## src/rtl/cordic_arb_pkg.sv

```systemverilog
// Shared types and the round-robin pick helper
// for the CORDIC request arbiter.
package cordic_arb_pkg;

  localparam int N_REQ_MAX = 8;
  localparam int ANGLE_W   = 32;
  localparam int OUT_W     = 32;

  typedef logic [$clog2(N_REQ_MAX)-1:0] req_idx_t;
  typedef logic [N_REQ_MAX-1:0]         req_vec_t;

  // First set bit at or after ptr, wrapping within n.
  function automatic req_vec_t rr_pick(
    input req_vec_t valid,
    input req_idx_t ptr,
    input int       n
  );
    req_vec_t g;
    req_idx_t idx;
    logic     found;
    int       s;
    g     = '0;
    found = 1'b0;
    for (int i = 0; i < N_REQ_MAX; i++) begin
      s   = int'((32'(ptr) + 32'(i)) % 32'(n));
      idx = req_idx_t'(s);
      if (i < n && !found && valid[idx]) begin
        g[idx] = 1'b1;
        found  = 1'b1;
      end
    end
    return g;
  endfunction

endpackage

```

## src/rtl/cordic_req_arbiter_tag_fifo.sv

```systemverilog
// In-order tag FIFO: remembers which requester
// issued each angle still inside the CORDIC.
module cordic_tag_fifo
  import cordic_arb_pkg::*;
#(
  parameter int DEPTH = 64
) (
  input  logic                   CLK,
  input  logic                   RST,
  input  logic                   push,
  input  logic                   pop,
  input  req_idx_t               din,
  output req_idx_t               dout,
  output logic                   full,
  output logic                   empty,
  output logic [$clog2(DEPTH):0] count
);

  localparam int AW = $clog2(DEPTH);

  req_idx_t      mem_q [DEPTH];
  logic [AW-1:0] wr_q, wr_d;
  logic [AW-1:0] rd_q, rd_d;
  logic [AW:0]   cnt_q, cnt_d;
  logic          do_push, do_pop;

  always_comb begin
    full    = (cnt_q == (AW+1)'(DEPTH));
    empty   = (cnt_q == '0);
    do_push = push & ~full;
    do_pop  = pop & ~empty;
    wr_d    = do_push ? wr_q + 1'b1 : wr_q;
    rd_d    = do_pop ? rd_q + 1'b1 : rd_q;
    unique case ({do_push, do_pop})
      2'b10:   cnt_d = cnt_q + 1'b1;
      2'b01:   cnt_d = cnt_q - 1'b1;
      default: cnt_d = cnt_q;
    endcase
  end

  always_ff @(posedge CLK) begin
    if (RST) begin
      wr_q  <= '0;
      rd_q  <= '0;
      cnt_q <= '0;
    end else begin
      wr_q  <= wr_d;
      rd_q  <= rd_d;
      cnt_q <= cnt_d;
    end
  end

  always_ff @(posedge CLK) begin
    if (do_push) mem_q[wr_q] <= din;
  end

  assign dout  = mem_q[rd_q];
  assign count = cnt_q;

endmodule

```

## src/rtl/cordic_req_arbiter.sv

```systemverilog
// Round-robin sharing of one pipelined CORDIC
// core, with per-issue tags routing results back.
module cordic_req_arbiter
  import cordic_arb_pkg::*;
#(
  parameter int N_REQ     = 4,
  parameter int ANGLE_W   = 32,
  parameter int OUT_W     = 32,
  parameter int TAG_DEPTH = 64
) (
  input  logic                     CLK,
  input  logic                     RST,
  input  logic [N_REQ-1:0]         req_valid,
  input  logic [N_REQ*ANGLE_W-1:0] req_angle,
  output logic [N_REQ-1:0]         req_ready,
  output logic [ANGLE_W-1:0]       cordic_din_a,
  output logic                     cordic_din_valid,
  input  logic                     cordic_rfd,
  input  logic                     cordic_dout_valid,
  input  logic [OUT_W-1:0]         cordic_dout_x,
  input  logic [OUT_W-1:0]         cordic_dout_y,
  output logic [N_REQ-1:0]         rsp_valid,
  output logic [OUT_W-1:0]         rsp_cos,
  output logic [OUT_W-1:0]         rsp_sin,
  output logic [$clog2(TAG_DEPTH):0] outstanding,
  output logic                     err_orphan
);

  req_vec_t           pick, grant_full;
  logic [N_REQ-1:0]   grant;
  req_idx_t           g_idx;
  logic               can_issue, xfer, pop;
  logic               tag_full, tag_empty;
  req_idx_t           tag_dout;

  logic [ANGLE_W-1:0] din_a_q, din_a_d;
  logic               din_valid_q, din_valid_d;
  req_idx_t           rr_ptr_q, rr_ptr_d;
  logic [N_REQ-1:0]   rsp_valid_q, rsp_valid_d;
  logic [OUT_W-1:0]   rsp_cos_q, rsp_cos_d;
  logic [OUT_W-1:0]   rsp_sin_q, rsp_sin_d;
  logic               err_q, err_d;

  // tag_full is registered, so a pop never frees a slot same-cycle
  always_comb begin
    can_issue  = cordic_rfd & ~tag_full & ~RST;
    pick       = rr_pick(req_vec_t'(req_valid),
                         rr_ptr_q, N_REQ);
    grant_full = can_issue ? pick : '0;
    xfer       = |grant_full;
    g_idx      = '0;
    for (int i = 0; i < N_REQ_MAX; i++)
      if (grant_full[i]) g_idx = req_idx_t'(i);
    grant      = grant_full[N_REQ-1:0];
  end

  always_comb begin
    din_a_d = din_a_q;
    for (int i = 0; i < N_REQ; i++)
      if (grant[i])
        din_a_d = req_angle[i*ANGLE_W +: ANGLE_W];
    din_valid_d = xfer;
    rr_ptr_d    = rr_ptr_q;
    if (xfer)
      rr_ptr_d = (g_idx == req_idx_t'(N_REQ-1)) ?
                 '0 : g_idx + 1'b1;
  end

  always_comb begin
    pop = cordic_dout_valid & ~tag_empty;
    for (int i = 0; i < N_REQ; i++)
      rsp_valid_d[i] = pop &
                       (tag_dout == req_idx_t'(i));
    rsp_cos_d = pop ? cordic_dout_x : rsp_cos_q;
    rsp_sin_d = pop ? cordic_dout_y : rsp_sin_q;
    err_d     = err_q |
                (cordic_dout_valid & tag_empty);
  end

  always_ff @(posedge CLK) begin
    if (RST) begin
      din_a_q     <= '0;
      din_valid_q <= 1'b0;
      rr_ptr_q    <= '0;
      rsp_valid_q <= '0;
      rsp_cos_q   <= '0;
      rsp_sin_q   <= '0;
      err_q       <= 1'b0;
    end else begin
      din_a_q     <= din_a_d;
      din_valid_q <= din_valid_d;
      rr_ptr_q    <= rr_ptr_d;
      rsp_valid_q <= rsp_valid_d;
      rsp_cos_q   <= rsp_cos_d;
      rsp_sin_q   <= rsp_sin_d;
      err_q       <= err_d;
    end
  end

  cordic_tag_fifo #(
    .DEPTH (TAG_DEPTH)
  ) u_tag_fifo (
    .CLK   (CLK),
    .RST   (RST),
    .push  (xfer),
    .pop   (pop),
    .din   (g_idx),
    .dout  (tag_dout),
    .full  (tag_full),
    .empty (tag_empty),
    .count (outstanding)
  );

  assign req_ready        = grant;
  assign cordic_din_a     = din_a_q;
  assign cordic_din_valid = din_valid_q;
  assign rsp_valid        = rsp_valid_q;
  assign rsp_cos          = rsp_cos_q;
  assign rsp_sin          = rsp_sin_q;
  assign err_orphan       = err_q;

endmodule

```

## config.mk

```make
export PLATFORM = sky130hd
export DESIGN_NAME = cordic_req_arbiter
export DESIGN_NICKNAME = d
export VERILOG_FILES = /design/src/rtl/cordic_arb_pkg.sv /design/src/rtl/cordic_req_arbiter_tag_fifo.sv /design/src/rtl/cordic_req_arbiter.sv
export SDC_FILE = /design/constraint.sdc
export NUM_CORES = 1
export LEC_CHECK = 0
export CORE_ASPECT_RATIO = 0.6
export CORE_MARGIN = 2
export CORE_UTILIZATION = 45
export DETAILED_ROUTE_END_ITERATION = 10
export PLACE_DENSITY = 0.76
export RECOVER_POWER = 50
export SYNTH_ARGS = -nofsm -noshare
export SYNTH_HDL_FRONTEND = slang
export SYNTH_HIERARCHICAL = 1
export SYNTH_SLANG_ARGS = --single-unit
export TNS_END_PERCENT = 20
```

## constraint.sdc

```tcl
create_clock -name CLK -period 5.36 [get_ports CLK]
set_input_delay 1.072 -clock CLK [delete_from_list [all_inputs] [get_ports CLK]]
set_output_delay 1.072 -clock CLK [all_outputs]
set_load 0.02 [all_outputs]
```

-- Word level (Yosys, flattened, before mapping)
Memory sizes are Yosys's and may differ from the RTL's. A register that Yosys moved wholly into a read port is not among the register bits.
Cells that the tools add are included.
- memories: 1
- bits in latches: 0
- memory bits (read-only): 0
- bits of input ports: 200
- logic and storage cells: 107
- bits in writable memories: 192
- flip-flop bits (word level): 123
- output and inout port bits: 113
- memory list (name ; words ; width ; rd ports ; clocked after Yosys merged registers in ; write ports ; line ; source):
    u_tag_fifo.mem_q ; 64 ; 3 ; 1 ; 1 ; 1 ; cordic_req_arbiter_tag_fifo.sv:21 ; req_idx_t mem_q [DEPTH];
- equal/unequal tests: 7
- multipliers: 0
- add/sub/neg operators: 8
- reductions and logical operators: 15
- shift-type cells: 0
- $lt $le $gt $ge: 8
- mux-type cells: 41
- bitwise gates (word level): 17
- divide/modulo/power cells: 0
- operator list (kind ; number):
    32-bit 2-to-1 mux ; 4
    8-bit 2-to-1 mux ; 3
    3-bit 2-to-1 mux ; 6
    2-bit by 4-bit < comparator with 1-bit output (second input constant) ; 4
    1-bit 2-to-1 mux ; 14
    7-bit case mux with 2 select lines ; 1
    6-bit by 1-bit adder with 6-bit output (second input constant) ; 2
    6-bit 2-to-1 mux ; 2
    1-bit AND ; 10
    3-bit by 2-bit == test with 1-bit output (second input constant) ; 3
    1-bit binary-select mux with 2-bit select ; 4
    1-bit demux with 2-bit select ; 4
    2-bit by 1-bit >= comparator with 1-bit output (second input constant) ; 4
    4-bit 2-to-1 mux ; 2
    4-bit OR ; 2
    8-bit by 4-bit OR with 8-bit output ; 1
    8-bit OR reduction ; 1
    7-bit by 1-bit adder with 7-bit output (second input constant) ; 1
    7-bit == test (second input constant) ; 1
    1-bit logical AND ; 7
    7-bit logical NOT ; 1
    7-bit by 1-bit subtractor with 7-bit output (second input constant) ; 1
    2-bit by 1-bit adder with 2-bit output (second input constant) ; 2
    2-bit adder (second input constant) ; 2
    10 further kinds ; 14

-- Longest topological paths before layout
- depth after elaboration: 22
- mapped depth: 22
- depth with buffers taken out: 18

-- By module
The synthesis kept the hierarchy.
- by module, submodules not included (module ; area an instance (um2) ; instances ; cells each ; sequential area each (um2)):
    cordic_tag_fifo ; 8947.3 ; 1 ; 535 ; 6266.0
    cordic_req_arbiter ; 4739.5 ; 1 ; 549 ; 2082.0

-- Least setup slack after synthesis
Ideal clock, no wire load.
- kind: input -> register
- from: input cordic_rfd
- to: register u_tag_fifo.cnt_q[4] (netlist: u_tag_fifo/count[4])
- path buffers: 3
- data required time: 5.289 ns
- setup time: 0.071 ns
- data arrival time: 5.041 ns
- path slack: 0.248 ns
- stages: 19
- cell sequence: nor3b_1 -> nand2_1 -> nor3b_1 -> a311oi_4 -> nand4_1 -> buf_2 -> buf_2 -> inv_1 -> a31oi_1 -> inv_1 -> ha_1 -> buf_1 -> xor2_1 -> ha_1 -> a21oi_1 -> a31o_2 -> a22oi_1 -> or3_1 -> a21oi_1
- longest elaborated chain between the ends: 7
- elaborated cells on any way between the ends: 9
- those cells by class: eq/ne (2); mux (2); bitwise (3); reduce/logical (2)
- ends and longest elaborated chain (element ; line ; source):
    start: declaration ; cordic_req_arbiter.sv:18 ; input logic cordic_rfd,
    1-bit AND * (2 in a row) ; cordic_req_arbiter.sv:46 ; can_issue = cordic_rfd & ~tag_full & ~RST;
    8-bit 2-to-1 mux * ; cordic_req_arbiter.sv:49 ; grant_full = can_issue ? pick : '0;
    8-bit OR reduction * ; cordic_req_arbiter.sv:50 ; xfer = |grant_full;
    via din_valid_d ; cordic_req_arbiter.sv:37 ; logic din_valid_q, din_valid_d;
    1-bit AND * ; cordic_req_arbiter_tag_fifo.sv:30 ; do_push = push & ~full;
    2-bit by 1-bit == test with 1-bit output or 2-bit == test (tied branches) ; cordic_req_arbiter_tag_fifo.sv:34 ; unique case ({do_push, do_pop})
    7-bit case mux with 2 select lines or 2-bit nonzero test (tied branches) ; n/a ;
    end signal: assignment ; cordic_req_arbiter_tag_fifo.sv:49 ; cnt_q <= cnt_d;
    end: declaration ; cordic_req_arbiter_tag_fifo.sv:24 ; logic [AW:0] cnt_q, cnt_d;
Mark *: on every way through the listed nets, which the timed path passes. The rest lies on a longest branch.
A chain may end at the register's enable or synchronous reset.

-- Final worst setup path
- from: register rr_ptr_q[0]
- to: output req_ready[0]
- longest elaborated chain between the ends: 13
- elaborated cells on any way between the ends: 48
- those cells by class: add/sub (3); order compare (8); mux (24); bitwise (3); reduce/logical (10)
- ends and longest elaborated chain (element ; line ; source):
    start: declaration ; cordic_req_arbiter.sv:38 ; req_idx_t rr_ptr_q, rr_ptr_d;
    start signal: assignment ; cordic_req_arbiter.sv:92 ; rr_ptr_q <= rr_ptr_d;
    parallel branches: the longest is 11 deep, another holds 2-bit by 4-bit < comparator with 1-bit output ; n/a ;
    8-bit 2-to-1 mux * ; cordic_arb_pkg.sv:27 ; if (i < n && !found && valid[idx]) begin
    8-bit 2-to-1 mux * ; cordic_req_arbiter.sv:49 ;
    end: declaration ; cordic_req_arbiter.sv:15 ; output logic [N_REQ-1:0] req_ready,
Every way passes the cells marked *. The select of a mux whose other input is x is not followed.

==> flow_summary.json <==
{
  "cts_resized": 0,
  "max_slew_margin": -0.308,
  "worst_path_largest_cell_delay_ns": 0.62,
  "cp.depth": 9,
  "cap_violations": 1,
  "crit_required_ns": 4.29,
  "synthFlopType": "edfxtp_1",
  "cp_common_cell": "inv_1",
  "grt_max_degree": 84,
  "dp_hpwl_um": 27800,
  "yosys-mux-area-fraction": 0.122,
  "drtIter0Drc": 1104,
  "synth_most_common_cell": "edfxtp_1",
  "cts_root_buf": "clkbuf_16",
  "std_cell_rows": 49,
  "ios": 313,
  "synth_area_leader_cell": "edfxtp_1",
  "diodes": 0,
  "crit_buf_inv": 4,
  "cts_buffer_depth": 3,
  "cpLargestDelayFamily": "buffers and inverters",
  "firstDrtPassIters": 7,
  "rsz0062_at_grt": "false",
  "drc": 0,
  "cts_tree": "yes",
  "worst_pin_slew_ns": 1.96,
  "synth_top_family_by_area": "multiplexers",
  "die-area_um2": 31900,
  "grt_pass1_wl_um": 59300,
  "cts_setup_buffers": 0,
  "reg2reg_setup_slack_ns": 0.44,
  "synth_cells": 1084,
  "arrival_ns": 3.92,
  "insertion_delay_ns": 0.57,
  "clock.fmax_mhz": 200,
  "path_class": "flop to output pin",
  "synth_area_um2": 13700,
  "final_hold_viol_count": 0,
  "clock-skew-final_ns": 0.0133,
  "syn_to_final_growth_pct": 35.1,
  "path_clk_slew_ns": 0.07,
  "ys_top_cells_by_area": "edfxtp_1 42%, dfxtp_1 19%, mux4_2 7.6%, nand2_1 4.3%, nor2_1 3.4%",
  "synth.distinct_cells": 63,
  "whs_endpoint": "rsp_cos[7]$_SDFFE_PP0P_",
  "die_y_um": 139,
  "peakVddDrop_mv": 0.358,
  "start_util": 0.457,
  "ant_nets": 0,
  "status": "finished with violations",
  "synth-edff-count": 192,
  "htree_levels": 1,
  "leakagePower_uw": 0.00656,
  "synth_top_area_frac": 0.421,
  "final_nets": 1657,
  "grt_pass1_vias": 9950,
  "slowest_stage": "clkdlybuf4s50_1",
  "synth_warnings": 6,
  "violations": "max-capacitance violations, max-slew violations",
  "wl_per_cell_um": 20.8,
  "via_per_inst": 5.50,
  "worstHoldPathType": "flop to flop",
  "finalSetupTns_ns": 0,
  "synth-simple-area-share": 0.119,
  "p_total_uw": 7730,
  "synth_seq_cells": 321,
  "synthArstFlopShare": 0,
  "drt_wl_total_um": 38900,
  "synthAdderAreaFrac": 0.0110,
  "pwr_density_cell_nw_per_um2": 418,
  "rr_worst_depth": 10,
  "crit_chain": "inv_1 > ha_1 > or3b_1 > a2111oi_2 > or2_2 > a311oi_1 > buf_4 > inv_1 > clkdlybuf4s50_1",
  "portBuffers": 312,
  "final-setup-viol-count": 0,
  "clkSinkCount": 321,
  "r2r_end": "u_tag_fifo/mem_q[10][1]$_DFFE_PP_",
  "start_kind": "flop",
  "grt_overflow_total": 0,
  "synth_compound_area_frac": 0.0968,
  "crit_fanout": 8,
  "synth-xor-area-share": 0.00960,
  "synth_common_cells": "192 x edfxtp_1, 157 x nand2_1, 129 x dfxtp_1",
  "r2r-start": "rr_ptr_q[0]$_SDFFE_PP0P_",
  "syn_area_per_cell_um2": 12.6,
  "crit_path_end_kind": "output pin",
  "period_needed_ns": 4.99,
  "seq_area_frac_synth": 0.610,
  "numCtsBuffers": 29,
  "antenna_found_initial": 1,
  "gp_congestion": 0.905,
  "vias": 10300,
  "dieWidth_um": 229,
  "drive_above_1_share": 0.105,
  "cts_hold_buf": 0,
  "hp-start": "rsp_cos[7]$_SDFFE_PP0P_",
  "timing.final.crit_share": 0.932,
  "grt_util_all_layers": 0.240,
  "slew_violations": 35,
  "core-area_um2": 29900,
  "hold_path_depth": 2
}
[power breakdown]
group | internal, uW | switching, uW
clock network | 1390 | 935
logic | 909 | 1380
registers | 2970 | 158
[worst reg2reg max path, cell delays in order (launching register included)]
cell and delay, ns:
dfxtp_1 0.56, inv_1 0.26, ha_1 0.44, mux4_2 0.44, nand3b_1 0.16, a21oi_1 0.09, nor3_1 0.43, and2_0 1.08
clkbuf_1 0.48, inv_1 0.08, clkbuf_4 0.43
[worst max path at each step]
| stage | start | to | slack (ns) |
|---|---|---|---|
| 5_1_grt | rr_ptr_q[0]$_SDFFE_PP0P_ | req_ready[0] | 0.14 |
| 3_5_place_dp | req_valid[3] | u_tag_fifo/count[6]$_SDFFE_PP0P_ | 0.15 |
| 3_3_place_gp | req_valid[3] | u_tag_fifo/count[4]$_SDFFE_PP0P_ | 0.29 |
| 6_report | rr_ptr_q[0]$_SDFFE_PP0P_ | req_ready[0] | 0.37 |
| 2_1_floorplan | cordic_rfd | u_tag_fifo/count[4]$_SDFFE_PP0P_ | 0.25 |
| 4_1_cts | rr_ptr_q[0]$_SDFFE_PP0P_ | req_ready[0] | 0.47 |
[state kept, by name (all words and copies together) (netlist names), named ones only]
| register | flops |
|---|---|
| u_tag_fifo/count | 7 |
| cordic_din_a | 32 |
| u_tag_fifo/rd_q | 6 |
| rr_ptr_q | 2 |
| err_orphan | 1 |
| rsp_sin | 32 |
| u_tag_fifo/wr_q | 6 |
| rsp_cos | 32 |
| u_tag_fifo/mem_q | 192 |
| cordic_din_valid | 1 |
| rsp_valid | 4 |
[layer usage]
metal	global-route usage	share of wire	up-vias
li1	-	-	4743
met1	0.350	0.44	5055
met2	0.352	0.43	443
met3	0.0695	0.098	78
met4	0.0595	0.026	2
met5	0	0.00026	-
[layout make-up]
class / count / area (um^2)
clock buffers: 34 / 785
well taps: 408 / 510
inverters: 12 / 45.0
multi-input cells: 736 / 5160
clock inverters: 20 / 289
repair buffers: 345 / 3350
fillers: 2367 / 11400
flip-flops and latches: 321 / 8350
[cell families (layout without fill, tap and decap cells)]
| family | count (synthesis) | in the layout |
|---|---|---|
| XOR/XNOR | 15 | 15 |
| buffers and inverters | 90 | 411 |
| other | 1 | 64 |
| flip-flops | 321 | 321 |
| adder cells (fa/ha/maj) | 12 | 12 |
| AND/OR/NAND/NOR | 367 | 367 |
| multiplexers | 97 | 97 |
| AO/OA/AOI/OAI | 181 | 181 |
[layout by cell type (no fill, tap or decap), types with 8 or more instances in the layout]
master	netlist	final
nand3b_1	9	9
conb_1	1	64
nor3_1	7	8
mux2_1	27	29
a21oi_1	73	73
ha_1	12	12
xor2_1	11	11
edfxtp_1	192	192
nor2_1	125	125
nand2_1	157	157
mux2_2	10	8
dlygate4sd3_1	0	109
inv_1	9	10
nor2b_1	13	13
mux4_2	46	46
a211oi_1	32	32
a222oi_1	32	32
clkdlybuf4s50_1	0	202
clkbuf_16	0	29
buf_4	2	26
mux2i_1	9	9
dfxtp_1	129	126
[per-stage QoR]
step	area (um^2)	hold WS [ns]	setup WS, ns	std cells	util
final	18500	0.451	0.366	1876	0.618
after global placement	17500	0.441	0.294	1822	0.583
after detailed placement	17500	0.446	0.147	1822	0.583
after floorplan	13900	0.485	0.248	1147	-
after global routing	18500	0.470	0.136	1876	0.618
after CTS	18500	0.454	0.468	1876	0.619
(Power assumes the default switching activity.)
==> RTL change 1, RTL diff (config.mk and constraints unchanged) <==
Reset style: asynchronous (`RST`), changed in 2 clocked blocks.
--- a/src/rtl/cordic_req_arbiter_tag_fifo.sv
+++ b/src/rtl/cordic_req_arbiter_tag_fifo.sv
@@ -38,7 +38,7 @@
     endcase
   end
 
-  always_ff @(posedge CLK) begin
+  always_ff @(posedge CLK or posedge RST) begin
     if (RST) begin
       wr_q  <= '0;
       rd_q  <= '0;
--- a/src/rtl/cordic_req_arbiter.sv
+++ b/src/rtl/cordic_req_arbiter.sv
@@ -77,7 +77,7 @@
                 (cordic_dout_valid & tag_empty);
   end
 
-  always_ff @(posedge CLK) begin
+  always_ff @(posedge CLK or posedge RST) begin
     if (RST) begin
       din_a_q     <= '0;
       din_valid_q <= 1'b0;
Check against the original RTL: differs if RST is asserted again (counterexample within 4 cycles, from zero or initial values and one cycle with RST high); with RST held inactive, the same outputs for 4 cycles.
==> RTL change 1 against the original RTL <==
The run still ends with max-capacitance violations, max-slew violations left. Wire length decreased by 1.9%. Design area increased by 1.4%. Power increased by 18%. Sequential cell count decreased by 6. Synthesized cell count decreased by 16%. Register-to-register slack improved by 0.15 ns. Clock power decreased by 6%. First-iteration DRC count decreased by 26%. Combinational power increased by 55%. Clock skew increased by 0.0052 ns. Area after synthesis increased by 2.7%. Via count decreased by 8.7%. Setup slack improved by 0.22 ns. Critical path type is now register to register.
==> RTL change 1: results (changes against the original RTL) <==
stage,metric,value,unit,change
status,status,finished with violations,,unchanged
status,violations,"max-capacitance violations, max-slew violations",,unchanged
timing,timing.fmax,209.6,MHz,was 200.2 MHz
min_path,holdPathStages,1,,was 2
worst_setup_path,crit_arrival,5.26,ns,was 3.92 ns
drt,wl_per_cell,22.28,um,was 20.76 um
global_route,grt_util_all_layers,23.07,%,was 23.98%
min_path,hold_start,err_orphan$_DFF_PP0_,,was rsp_cos[7]$_SDFFE_PP0P_
cts,cts_buffers,30,,was 29
global_route,grt_use_met3,5.704,%,was 6.949%
place,post-place-ws,0.5002,ns,was 0.1471 ns
worst_setup_path,crit_fanout,11,,was 8
global_route,grt_pass1_vias,9554,,was 9950
global_route,gr-usage-met1,33.12,%,was 35.00%
synth,synth_cell_type_count,69,,was 63
pwr,seq_power_share,37.2,%,was 40.4%
worst_setup_path,rr_worst_depth,16,,was 10
drt,drtIter0Drc,816,,was 1104
worst_setup_path,critical-path-top-delay-family,compound AO/OA/AOI/OAI gates,,was buffers and inverters
drt,routed_wl,38.21,mm,was 38.95 mm
global_route,met2_usage,35.34,%,was 35.23%
drt,dr_wl_met3,3.341,mm,was 3.818 mm
flow_run,cap_violations,3,,was 1
drt,firstDrtPassIters,5,,was 7
worst_setup_path,crit_type,register to register,,was register to primary output
timing,skew,0.01846,ns,was 0.01328 ns
drt,wirelength_met1,16.24,mm,was 17.22 mm
synth,ys_seq_area_share,62.92,%,was 60.99%
pwr,switching_share,34.77,%,was 31.95%
pwr,powerClk,0.00218,W,was 0.00232 W
timing,slew_violations,185,,was 35
pwr,ir_drop,0.0003022,V,was 0.0003579 V
drt,route.met2.wl,17.66,mm,was 16.88 mm
[RTL change 1: cell count changes in the layout (fill, tap and decap cells not counted), sizes merged, moves of 42 or more]
cell   delta
nand2   -132
dfxtp   -129
dfrtp   +123
a21oi    -63
mux2     +62
nor2     -42
[RTL change 1: cell families after synthesis]
kind of cell    share of synthesized area, %
buf+inv                                2.519
mux                                    16.75
simple gates                           6.000
fa+ha+maj                              1.478
other cells                          0.02668
compound gates                         9.498
xor+xnor                              0.8100
flops                                  62.92
[RTL change 1: layout make-up]
type / count / area [sq um] / area share [%]
inverters: 13 / 52.55 / 0.2803
flip-flops and latches: 315 / 8846 / 47.18
clock buffers: 43 / 829.5 / 4.425
well taps: 416 / 520.5 / 2.776
multi-input cells: 589 / 5102 / 27.22
clock inverters: 13 / 175.2 / 0.9343
repair buffers: 326 / 3222 / 17.18
==> RTL change 2, RTL diff (same settings) <==
Without the edit above. Set the package constant `N_REQ_MAX` to 16 (it was 8).
--- a/src/rtl/cordic_arb_pkg.sv
+++ b/src/rtl/cordic_arb_pkg.sv
@@ -2,7 +2,7 @@
 // for the CORDIC request arbiter.
 package cordic_arb_pkg;
 
-  localparam int N_REQ_MAX = 8;
+  localparam int N_REQ_MAX = 16;
   localparam int ANGLE_W   = 32;
   localparam int OUT_W     = 32;
 
Formal check against the unedited RTL: no difference found for any inputs over 4 cycles, from zero or initial values and one cycle with RST high; that may be too few to reach the edited logic, so the function may still have changed.
==> RTL change 2 against the original RTL <==
The flow still finishes with violations (max-capacitance violations, max-slew violations). Sequential cell count increased by 64. Area after synthesis grew 17%. Worst hold slack worse by 0.0016 ns. Setup slack got worse by 0.17 ns. Power is 12% higher. Clock skew up 0.020 ns. Wire length rose by 14%. Register-to-register slack better by 0.13 ns. Design area is 14% higher. Sequential share of layout area grew 3.5 points. Non-clock buffer count shrank 13. Critical path depth shrank 1.
==> RTL change 2: results (changes against the original RTL) <==
stage,metric,value,unit,change
synth,synthMuxAreaShare,12.27,%,was 12.23%
pwr,p_leak,7.486,nW,was 6.560 nW
worst_setup_path,reg2reg_slack,0.57,ns,was 0.44 ns
timing,skew,0.03340,ns,was 0.01328 ns
synth,synthXorXnorAreaFrac,0.8229,%,was 0.9599%
pwr,p_per_area,410.1,mW/mm^2,was 418.4 mW/mm^2
drt,wirelength_met1,19.55,mm,was 17.22 mm
drt,dr_wl_met3,4.051,mm,was 3.818 mm
timing,period_needed,5.166,ns,was 4.994 ns
worst_setup_path,crit_fanout,21,,was 8
pwr,powerComb,0.00234,W,was 0.00229 W
place,dp_hpwl,31.95,mm,was 27.79 mm
pwr,ir_drop,0.0002822,V,was 0.0003579 V
drt,wl_per_cell,21.27,um,was 20.76 um
place,post-place-ws,0.2423,ns,was 0.1471 ns
pwr,seq_power_share,42.8,%,was 40.4%
global_route,gr-usage-met1,34.76,%,was 35.00%
final_layout,syn2layout_area_growth,32.35,%,was 35.07%
final_layout,multi_input_area,0.005746,sq mm,was 0.005160 sq mm
cts,cts_max_level,2,,was 1
status,status,finished with violations,,unchanged
final_layout,layout.cells.non_filler,2092,,was 1876
timing,tightest_slew,3.956,ns,was 1.962 ns
synth,yosys_register_bits,385,,was 321
synth,synth_cell_type_count,65,,was 63
final_layout,clk_share,5.714,%,was 5.807%
global_route,met2_usage,36.64,%,was 35.23%
synth,synth_compound_area_share,9.421,%,was 9.681%
worst_setup_path,setup.worst_path.start,req_valid[3],,was rr_ptr_q[0]$_SDFFE_PP0P_
final_layout,final.clkbuf_count,47,,was 34
pwr,p_int,0.005984,W,was 0.005263 W
place,placed_area,0.01996,sq mm,was 0.01745 sq mm
synth,yosys.area_share.adder,0.9405,%,was 1.097%
worst_setup_path,critPathCapture,req_ready[1],,was req_ready[0]
final_layout,largest_register_ff_count,256,,was 192
final_layout,sequential_cell_area,0.01028,sq mm,was 0.008352 sq mm
synth,synth_edf_count,256,,was 192
min_path,hold_start,rsp_cos[22]$_SDFFE_PP0P_,,was rsp_cos[7]$_SDFFE_PP0P_
timing,slew_violations,89,,was 35
global_route,grt_util_all_layers,24.22,%,was 23.98%
place,place.gp.congestion,0.9176,,was 0.9051
status,violations,"max-capacitance violations, max-slew violations",,unchanged
global_route,grt_max_degree,89,,was 84
worst_setup_path,crit_arrival,4.09,ns,was 3.92 ns
drt,vias_per_cell,5.354,,was 5.502
final_layout,final_nets,1810,,was 1657
drt,firstDrtPassIters,5,,was 7
global_route,grt_antenna_before_repair,2,,was 1
drt,route.met2.wl,19.88,mm,was 16.88 mm
synth,synthTopCellsByCount,"edfxtp_1 (256), nand2_1 (168), dfxtp_1 (129)",,"was edfxtp_1 (192), nand2_1 (157), dfxtp_1 (129)"
flow_run,cap_violations,1,,unchanged
[RTL change 2: cell types whose count changed after synthesis, moves of 15 or more]
cell       change
mux2_1        -27
edfxtp_1      +64
mux2i_1       +15
mux4_2        +25
a21oi_1       +25
a211oi_1      -20
a222oi_1      -29
o2bb2ai_1     +22
nor2_1        -29
o21ai_0       +24
[RTL change 2: critical path: stages]
cell             delay [ns]
clkdlybuf4s50_1        0.47
mux4_2                 0.61
nor4b_2                0.49
a2111oi_2              0.19
or2_0                  0.27
buf_4                  0.24
inv_1                  0.13
clkdlybuf4s50_1        0.62
[RTL change 2: worst min path at each step]
stage                                    end  slack [ns]
floorplan                           register        0.48
detailed placement   rsp_sin[1]$_SDFFE_PP0P_        0.45
global placement    rsp_sin[28]$_SDFFE_PP0P_        0.44
finish              rsp_cos[22]$_SDFFE_PP0P_        0.45
CTS                  rsp_sin[1]$_SDFFE_PP0P_        0.45
global route         rsp_sin[7]$_SDFFE_PP0P_        0.47
